[src/rtl/pipelined_prefix_adder_pkg.sv]
// Shared types and constants for the pipelined Kogge-Stone adder.
// Subtract support is enabled by defining PIPELINED_PREFIX_ADDER_SUB_EN.
package pipelined_prefix_adder_pkg;

    localparam int MIN_WIDTH = 8;
    localparam int MAX_WIDTH = 128;

    typedef struct packed {
        logic g;
        logic p;
    } gp_t;

    // Prefix operator: hi is the more significant group, lo the adjacent lower one.
    function automatic gp_t gp_combine(input gp_t hi, input gp_t lo);
        gp_t r;
        r.g = hi.g | (hi.p & lo.g);
        r.p = hi.p & lo.p;
        return r;
    endfunction

    function automatic bit width_ok(input int w);
        return (w >= MIN_WIDTH) && (w <= MAX_WIDTH) && ((w & (w - 1)) == 0);
    endfunction

endpackage

[src/rtl/pipelined_prefix_adder_if.sv]
// Valid/ready operand and result bundle of pipelined_prefix_adder.
// PIPELINED_PREFIX_ADDER_SUB_EN adds the sub input and overflow output.
interface pipelined_prefix_adder_if #(
    parameter int WIDTH = 64
);
    logic             in_valid;
    logic             in_ready;
    logic [WIDTH-1:0] a;
    logic [WIDTH-1:0] b;
    logic             cin;
    logic             out_valid;
    logic             out_ready;
    logic [WIDTH-1:0] sum;
    logic             cout;
`ifdef PIPELINED_PREFIX_ADDER_SUB_EN
    logic             sub;
    logic             overflow;
`endif

    modport master (
        output in_valid, a, b, cin, out_ready,
`ifdef PIPELINED_PREFIX_ADDER_SUB_EN
        output sub,
        input  overflow,
`endif
        input  in_ready, out_valid, sum, cout
    );

    modport slave (
        input  in_valid, a, b, cin, out_ready,
`ifdef PIPELINED_PREFIX_ADDER_SUB_EN
        input  sub,
        output overflow,
`endif
        output in_ready, out_valid, sum, cout
    );

endinterface

[src/rtl/pipelined_prefix_adder_prefix_level.sv]
// One Kogge-Stone prefix level (distance SPAN) followed by its register rank.
// Position 0 carries cin as g[-1]; position j+1 is bit j of the operands.
module prefix_level
    import pipelined_prefix_adder_pkg::*;
#(
    parameter int NPOS  = 65,
    parameter int WIDTH = 64,
    parameter int SPAN  = 1
) (
    input  logic                 clk,
    input  logic                 clear_n,
    input  logic                 i_en,
    input  logic                 i_valid,
    input  gp_t  [NPOS-1:0]      i_gp,
    input  logic [WIDTH-1:0]     i_p0,
    output logic                 o_valid,
    output gp_t  [NPOS-1:0]      o_gp,
    output logic [WIDTH-1:0]     o_p0
);

    gp_t  [NPOS-1:0]  w_gp;
    logic             r_valid;
    gp_t  [NPOS-1:0]  r_gp;
    logic [WIDTH-1:0] r_p0;

    for (genvar j = 0; j < NPOS; j++) begin : g_pos
        if (j >= SPAN) begin : g_combine
            assign w_gp[j] = gp_combine(i_gp[j], i_gp[j-SPAN]);
        end else begin : g_pass
            assign w_gp[j] = i_gp[j];
        end
    end

    // NOTE: data registers are reset along with the valid bit so that sum/cout read 0 while cleared.
    always_ff @(posedge clk or negedge clear_n) begin
        if (!clear_n) begin
            r_valid <= 1'b0;
            r_gp    <= '0;
            r_p0    <= '0;
        end else if (i_en) begin
            r_valid <= i_valid;
            r_gp    <= w_gp;
            r_p0    <= i_p0;
        end
    end

    assign o_valid = r_valid;
    assign o_gp    = r_gp;
    assign o_p0    = r_p0;

endmodule

[src/rtl/pipelined_prefix_adder.sv]
// Pipelined Kogge-Stone adder: LOG2W prefix levels, one register rank each, global stall.
// Defining PIPELINED_PREFIX_ADDER_SUB_EN adds subtraction (sub) and signed overflow.
module pipelined_prefix_adder
    import pipelined_prefix_adder_pkg::*;
#(
    parameter int WIDTH = 64,
    parameter int LOG2W = $clog2(WIDTH)
) (
    input logic                     clk,
    input logic                     clear_n,
    pipelined_prefix_adder_if.slave bus
);

    localparam int NPOS = WIDTH + 1;

    if (!width_ok(WIDTH)) begin : g_bad_width
        $error("pipelined_prefix_adder: WIDTH must be a power of two in 8..128");
    end
    if (LOG2W != $clog2(WIDTH)) begin : g_bad_log2w
        $error("pipelined_prefix_adder: LOG2W must equal $clog2(WIDTH)");
    end

    logic                 w_stall;
    logic [WIDTH-1:0]     w_b_eff;
    logic                 w_cin_eff;
    gp_t  [NPOS-1:0]      w_gp_in;
    gp_t  [NPOS-1:0]      w_gp_chain [LOG2W+1];
    logic [WIDTH-1:0]     w_p_chain  [LOG2W+1];
    logic                 w_v_chain  [LOG2W+1];
    gp_t  [NPOS-1:0]      w_last;
    logic [WIDTH-1:0]     w_carry;
    logic                 w_cout;
    logic                 w_unused_p;

`ifdef PIPELINED_PREFIX_ADDER_SUB_EN
    assign w_b_eff   = bus.sub ? ~bus.b : bus.b;
    assign w_cin_eff = bus.cin | bus.sub;
`else
    assign w_b_eff   = bus.b;
    assign w_cin_eff = bus.cin;
`endif

    // NOTE: every always_comb output gets a default first so no path can infer a latch.
    always_comb begin
        w_gp_in    = '0;
        w_gp_in[0] = '{g: w_cin_eff, p: 1'b0};
        for (int i = 0; i < WIDTH; i++) begin
            w_gp_in[i+1] = '{g: bus.a[i] & w_b_eff[i], p: bus.a[i] ^ w_b_eff[i]};
        end
    end

    assign w_stall       = w_v_chain[LOG2W] && !bus.out_ready;
    assign w_gp_chain[0] = w_gp_in;
    assign w_p_chain[0]  = bus.a ^ w_b_eff;
    assign w_v_chain[0]  = bus.in_valid && !w_stall;

    for (genvar k = 0; k < LOG2W; k++) begin : g_level
        prefix_level #(
            .NPOS  (NPOS),
            .WIDTH (WIDTH),
            .SPAN  (1 << k)
        ) u_level (
            .clk     (clk),
            .clear_n (clear_n),
            .i_en    (!w_stall),
            .i_valid (w_v_chain[k]),
            .i_gp    (w_gp_chain[k]),
            .i_p0    (w_p_chain[k]),
            .o_valid (w_v_chain[k+1]),
            .o_gp    (w_gp_chain[k+1]),
            .o_p0    (w_p_chain[k+1])
        );
    end

    assign w_last = w_gp_chain[LOG2W];

    // Position i resolves the carry into bit i; the top position still lacks cin.
    always_comb begin
        w_carry    = '0;
        w_unused_p = 1'b0;
        for (int i = 0; i < WIDTH; i++) begin
            w_carry[i] = w_last[i].g;
            w_unused_p = w_unused_p ^ w_last[i].p;
        end
    end

    assign w_cout        = w_last[WIDTH].g | (w_last[WIDTH].p & w_last[0].g);
    assign bus.sum       = w_p_chain[LOG2W] ^ w_carry;
    assign bus.cout      = w_cout;
    assign bus.out_valid = w_v_chain[LOG2W];
    assign bus.in_ready  = !w_stall;

`ifdef PIPELINED_PREFIX_ADDER_SUB_EN
    assign bus.overflow  = w_last[WIDTH-1].g ^ w_cout;
`endif

endmodule

[src/flat_wrapper.sv]
// flat-port wrapper written by rule: the top's interface ports become plain ports
module pipelined_prefix_adder_flat import pipelined_prefix_adder_pkg::*;
#(
    parameter int WIDTH = 64,
    parameter int LOG2W = $clog2(WIDTH)
)
  (clk, clear_n, bus_in_valid, bus_a, bus_b, bus_cin, bus_out_ready, bus_in_ready, bus_out_valid, bus_sum, bus_cout);
  pipelined_prefix_adder_if #(.WIDTH(WIDTH)) bus_i ();
  input logic clk;
  input logic clear_n;
  input wire logic [$bits(bus_i.in_valid)-1:0] bus_in_valid;
  input wire logic [$bits(bus_i.a)-1:0] bus_a;
  input wire logic [$bits(bus_i.b)-1:0] bus_b;
  input wire logic [$bits(bus_i.cin)-1:0] bus_cin;
  input wire logic [$bits(bus_i.out_ready)-1:0] bus_out_ready;
  output wire logic [$bits(bus_i.in_ready)-1:0] bus_in_ready;
  output wire logic [$bits(bus_i.out_valid)-1:0] bus_out_valid;
  output wire logic [$bits(bus_i.sum)-1:0] bus_sum;
  output wire logic [$bits(bus_i.cout)-1:0] bus_cout;
  assign bus_i.in_valid = bus_in_valid;
  assign bus_i.a = bus_a;
  assign bus_i.b = bus_b;
  assign bus_i.cin = bus_cin;
  assign bus_i.out_ready = bus_out_ready;
  assign bus_in_ready = bus_i.in_ready;
  assign bus_out_valid = bus_i.out_valid;
  assign bus_sum = bus_i.sum;
  assign bus_cout = bus_i.cout;
  pipelined_prefix_adder #(.WIDTH(WIDTH), .LOG2W(LOG2W)) u_core (.clk(clk), .clear_n(clear_n), .bus(bus_i));
endmodule
[config.mk]
export PLATFORM = sky130hd
export DESIGN_NAME = pipelined_prefix_adder_flat
export DESIGN_NICKNAME = d
export VERILOG_FILES = /design/src/rtl/pipelined_prefix_adder_pkg.sv /design/src/rtl/pipelined_prefix_adder_if.sv /design/src/rtl/pipelined_prefix_adder_prefix_level.sv /design/src/rtl/pipelined_prefix_adder.sv /design/src/flat_wrapper.sv
export SDC_FILE = /design/constraint.sdc
export NUM_CORES = 2
export LEC_CHECK = 0
export ABC_AREA = 1
export BUFFER_PORTS_ARGS = -buffer_cell sky130_fd_sc_hd__buf_2
export CAP_MARGIN = 5
export CORE_MARGIN = 3
export CORE_UTILIZATION = 50
export DETAILED_ROUTE_END_ITERATION = 16
export HOLD_SLACK_MARGIN = 0.1
export PLACE_DENSITY = 0.67
export SLEW_MARGIN = 10
export SYNTH_ARGS = -nofsm -noshare
export SYNTH_HDL_FRONTEND = slang
export SYNTH_HIERARCHICAL = 1
export SYNTH_SLANG_ARGS = --single-unit
[constraint.sdc]
create_clock -name clk -period 1.7 [get_ports clk]
set_clock_uncertainty 0.05 [all_clocks]
set_input_delay 0.085 -clock clk [delete_from_list [all_inputs] [get_ports clk]]
set_output_delay 0.085 -clock clk [all_outputs]
set_load 0.05 [all_outputs]
After elaboration in Yosys (flattened, before gate mapping)
Index checks and enable logic that the tools add are counted.
W data, S select, Z words.

storage, ports and cells
  bits of input ports = 133
  output and inout port bits = 67
  word-level logic and storage cells = 1720
  register bits = 1044

cells by class
  reductions and logical operators = 4
  bitwise operators = 1050

operator list
  operator             number
  $and A1 B1 Y1        656
  $or A1 B1 Y1         328
  $xor A64 B64 Y64     2
  $xor A1 B1 Y1        64
  $logic_and A1 B1 Y1  2
  $logic_not A1 Y1     2

Depth between registers and ports, before layout
  word-level depth = 4
  gate-level depth with buffers = 8
  gate-level depth less buffers = 5

Hierarchy
Netlist, hierarchy kept.

modules (own cells, without submodules)
  module                                     times used  cells an instance  area each (um^2)  seq. area each (um^2)
  prefix_level at u_core.g_level[0].u_level  1           1016               8225.4            4879.7
  prefix_level at u_core.g_level[1].u_level  1           1013               8212.9            4879.7
  prefix_level at u_core.g_level[2].u_level  1           1007               8181.6            4879.7
  prefix_level at u_core.g_level[3].u_level  1           995                8102.8            4879.7
  prefix_level at u_core.g_level[4].u_level  1           971                7963.9            4879.7
  prefix_level at u_core.g_level[5].u_level  1           923                7780.0            4879.7
  pipelined_prefix_adder                     1           328                1793.0            0.0

Least setup slack after synthesis
No wires, ideal clock.

  path kind = register -> register
  start point = register u_core.g_level[5].u_level.r_valid
  end point = register, netlist name u_core/g_level[3].u_level/o_gp[20]
  stages on the path, launching flop included = 7
  required time = 1.533 ns
  setup time = 0.117 ns
  path slack = -0.352 ns
  clock period less this slack = 2.052 ns
  buffers on the path = 3
  arrival time = 1.885 ns
  cell sequence = dfrtp_1 -> nand2_1 -> buf_4 -> buf_4 -> buf_2 -> nand3_1 -> nand2_1

RTL lines
  what                    RTL line                                   RTL
  start, declared         pipelined_prefix_adder_prefix_level.sv:22  logic r_valid;
  start signal, assigned  pipelined_prefix_adder_prefix_level.sv:41  r_valid <= i_valid;

Worst setup path in the final report
  start point = register u_core.g_level[5].u_level.r_valid
  end point = register u_core.g_level[2].u_level.r_gp, in the netlist u_core/g_level[2].u_level/o_gp[119]

between the ends
  word-level cells in the longest chain between the ends = 1

ends and longest elaborated chain
  what                  RTL line                                   RTL
  $logic_and A1 B1 Y1   pipelined_prefix_adder.sv:52               assign w_stall = w_v_chain[LOG2W] && !bus.out_ready;
  end signal, assigned  pipelined_prefix_adder_prefix_level.sv:42  r_gp <= w_gp;
  end, declared         pipelined_prefix_adder_prefix_level.sv:23  gp_t [NPOS-1:0] r_gp;

Every way passes these cells.
A chain may end at the register's enable or synchronous reset.

==> run metrics <==
outcome=complete, no violations; largest net degree at the start of global routing=116; final hold violations=0; Hold Crit Class=in2reg; FP Rows=110; clock root buffer=clkbuf_16; Setup CP Type=reg2reg; Yosys Warn Count=6; die area=94800 sq um; GRT Util Overall=26.2%; Post-Route WL=123 mm; initial antenna violation count=2; slowest cell on the critical path=dfrtp_2; power per cell area=1700 nW/um^2; TritonCTS Sinks=1044; Max stage delay on crit path=0.46 ns; syn_area_per_cell=7.94 sq um; Final period util=99.9%; FF-to-FF End=u_core/g_level[2].u_level/o_gp[119]$_DFFE_PN0P_; fmax=0.589 GHz; P&R area growth vs syn=18.2%; via count=37007; Port Buf Inserts=199; Reg clk slew, reported paths=0.06 ns; VDD IR-drop max=931 uV; Critical Path Stages=6; Worst slew margin=62.2%; Setup crit end kind=flop; io pins=200; GPL Wtd Cong=0.891; Area after DPL=47600 sq um; nets=6311; DRT iter0 DRCs=3626; clock latency on the worst-skew pair=0.68 ns; Critical Path Start=u_core/g_level[5].u_level/o_valid$_DFFE_PN0P_; Synth Cell Area=45600 sq um; routed len/inst=16.7 um; worst endpoint data arrival time=2.25 ns; TritonCTS clock tree=yes; first-pass GRT wire length=197 mm; Die Y=308 um; CP Buf/Inv Count=3; drt via density=5.02; total gr overflow=0; crit-path cells=nand2_8 > buf_6 > buf_4 > buf_12 > nand2_1 > nand2_1; # H-tree levels=3; clock tree buffer depth=3; Lkg Pwr=0.0308 uW; worst-path fanout max=40; Starting Density=50.6%; Critical Path Sink=u_core/g_level[2].u_level/o_gp[119]$_DFFE_PN0P_; R2R Path Start=u_core/g_level[5].u_level/o_valid$_DFFE_PN0P_; Crit path required time=2.25 ns; final cell count without fillers=7377; Worst-Margin Slew=0.567 ns; post-route minimum period=1.70 ns; post-synth net total=5942; Slew Limit Fails=0; placed insts=6970; cell area after layout=53900 sq um; dpl hpwl=83.3 mm; Cells after Synth=5745; R2R setup slack=0.001 ns; Placeable Area=90100 sq um; Top cell by count, worst path=nand2_1; DRT antenna net count=0; Sum Neg Setup Slack=0 ns; unrepaired setup endpoints after global routing=true; TritonCTS Buffers=105; Final setup viols=0; CP delay by family, top=buffers and inverters; max-cap violations=0; Worst Setup Start Kind=flop; 1st-pass router iterations=7; share of layout cells above drive strength 1=8.68%; die width=308 um; Residual DRC=0; R2R depth=6; vias in the first global route=35393
[per-layer routing]
layer	wire length [um]	vias to the layer above	global-route usage [%]
met5	13	-	0
met4	2900	2	6.96
met3	9070	199	4.44
met2	53600	1206	38.9
met1	57900	17622	39.9
li1	-	17978	-
[worst min path at each step]
stage / start / end / slack, ns / cells after the start
6_report: bus_cin / u_core/g_level[0].u_level/o_gp[1]$_DFFE_PN0P_ / 0.15 / 4
5_1_grt: bus_cin / u_core/g_level[0].u_level/o_gp[1]$_DFFE_PN0P_ / 0.16 / 4
4_1_cts: bus_cin / u_core/g_level[0].u_level/o_gp[1]$_DFFE_PN0P_ / 0.12 / 4
3_5_place_dp: clear_n / u_core/g_level[5].u_level/o_p0[48]$_DFFE_PN0P_ / -0.11 / 1
3_3_place_gp: clear_n / u_core/g_level[5].u_level/o_p0[48]$_DFFE_PN0P_ / -0.11 / 1
2_1_floorplan: clear_n / u_core/g_level[0].u_level/o_gp[100]$_DFFE_PN0P_ / -0.26 / 0
[timing repair]
item | CTS | global route
hold endpoints to repair | 1249 | 1
buffers inserted | 3 | 5
pin swaps | 2 | 4
cloned | 3 | 4
hold buffers | 211 | 1
endpoints found under the setup margin | 47 | 446
resized for setup | 94 | 94
[final cells by class]
class / instances / area, sq um
Multi-Input combinational cell: 4046 / 16200
Inverter: 400 / 1530
Tap cell: 1176 / 1470
Antenna cell: 2 / 5.00
Timing Repair Buffer: 517 / 5060
Clock buffer: 160 / 3140
Clock inverter: 32 / 330
Fill cell: 7997 / 36200
Sequential cell: 1044 / 26100
[where the power goes]
group / switching, uW / leakage (uW) / internal, uW
Clock: 9680 / 0.00173 / 13500
Sequential: 7410 / 0.0132 / 33300
Combinational: 18200 / 0.0159 / 9510
Total: 35300 / 0.0308 / 56300
[cells in the final DEF, fill, tap and decap left out, types with 2 or more instances in the layout]
cell,count
clkinv_2,21
clkbuf_8,26
nor2_2,29
dfrtp_1,1041
nand2_2,4
ha_1,63
buf_8,2
clkbuf_1,27
nor2_1,91
dlygate4sd3_1,198
diode_2,2
bufinv_16,5
nand3_1,264
clkbuf_16,111
inv_2,2
dfrtp_2,3
bufbuf_16,3
inv_1,392
buf_12,40
inv_16,2
buf_6,42
nor2_4,8
inv_6,7
buf_16,10
buf_4,76
buf_2,135
clkbuf_4,7
nand2_1,3584
[tightest hold or removal path, stage by stage]
cell           delay [ns]
dlygate4sd3_1        0.52
buf_2                0.12
nand2_1              0.05
nand2_1              0.05
[flip-flops by register name, summed over array words and instances, names as in the netlist]
signal and count:
u_core/g_level.u_level/o_gp 654, u_core/g_level.u_level/o_p0 384, u_core/g_level.u_level/o_valid 6
[stage by stage]
step / worst slack [ns] / hold WS, ns / power (uW) / utilization, %
3_5_place_dp: 0.120 / -0.114 / 65800 / 52.8
4_1_cts: -0.0132 / 0.116 / 90800 / 59.5
5_1_grt: -0.0271 / 0.163 / 97400 / 59.8
6_report: 0.00142 / 0.145 / 91600 / 59.8
3_3_place_gp: 0.165 / -0.110 / 65200 / 52.8
2_1_floorplan: 0.0619 / -0.261 / 56900 / -
(Power assumes the default switching activity.)
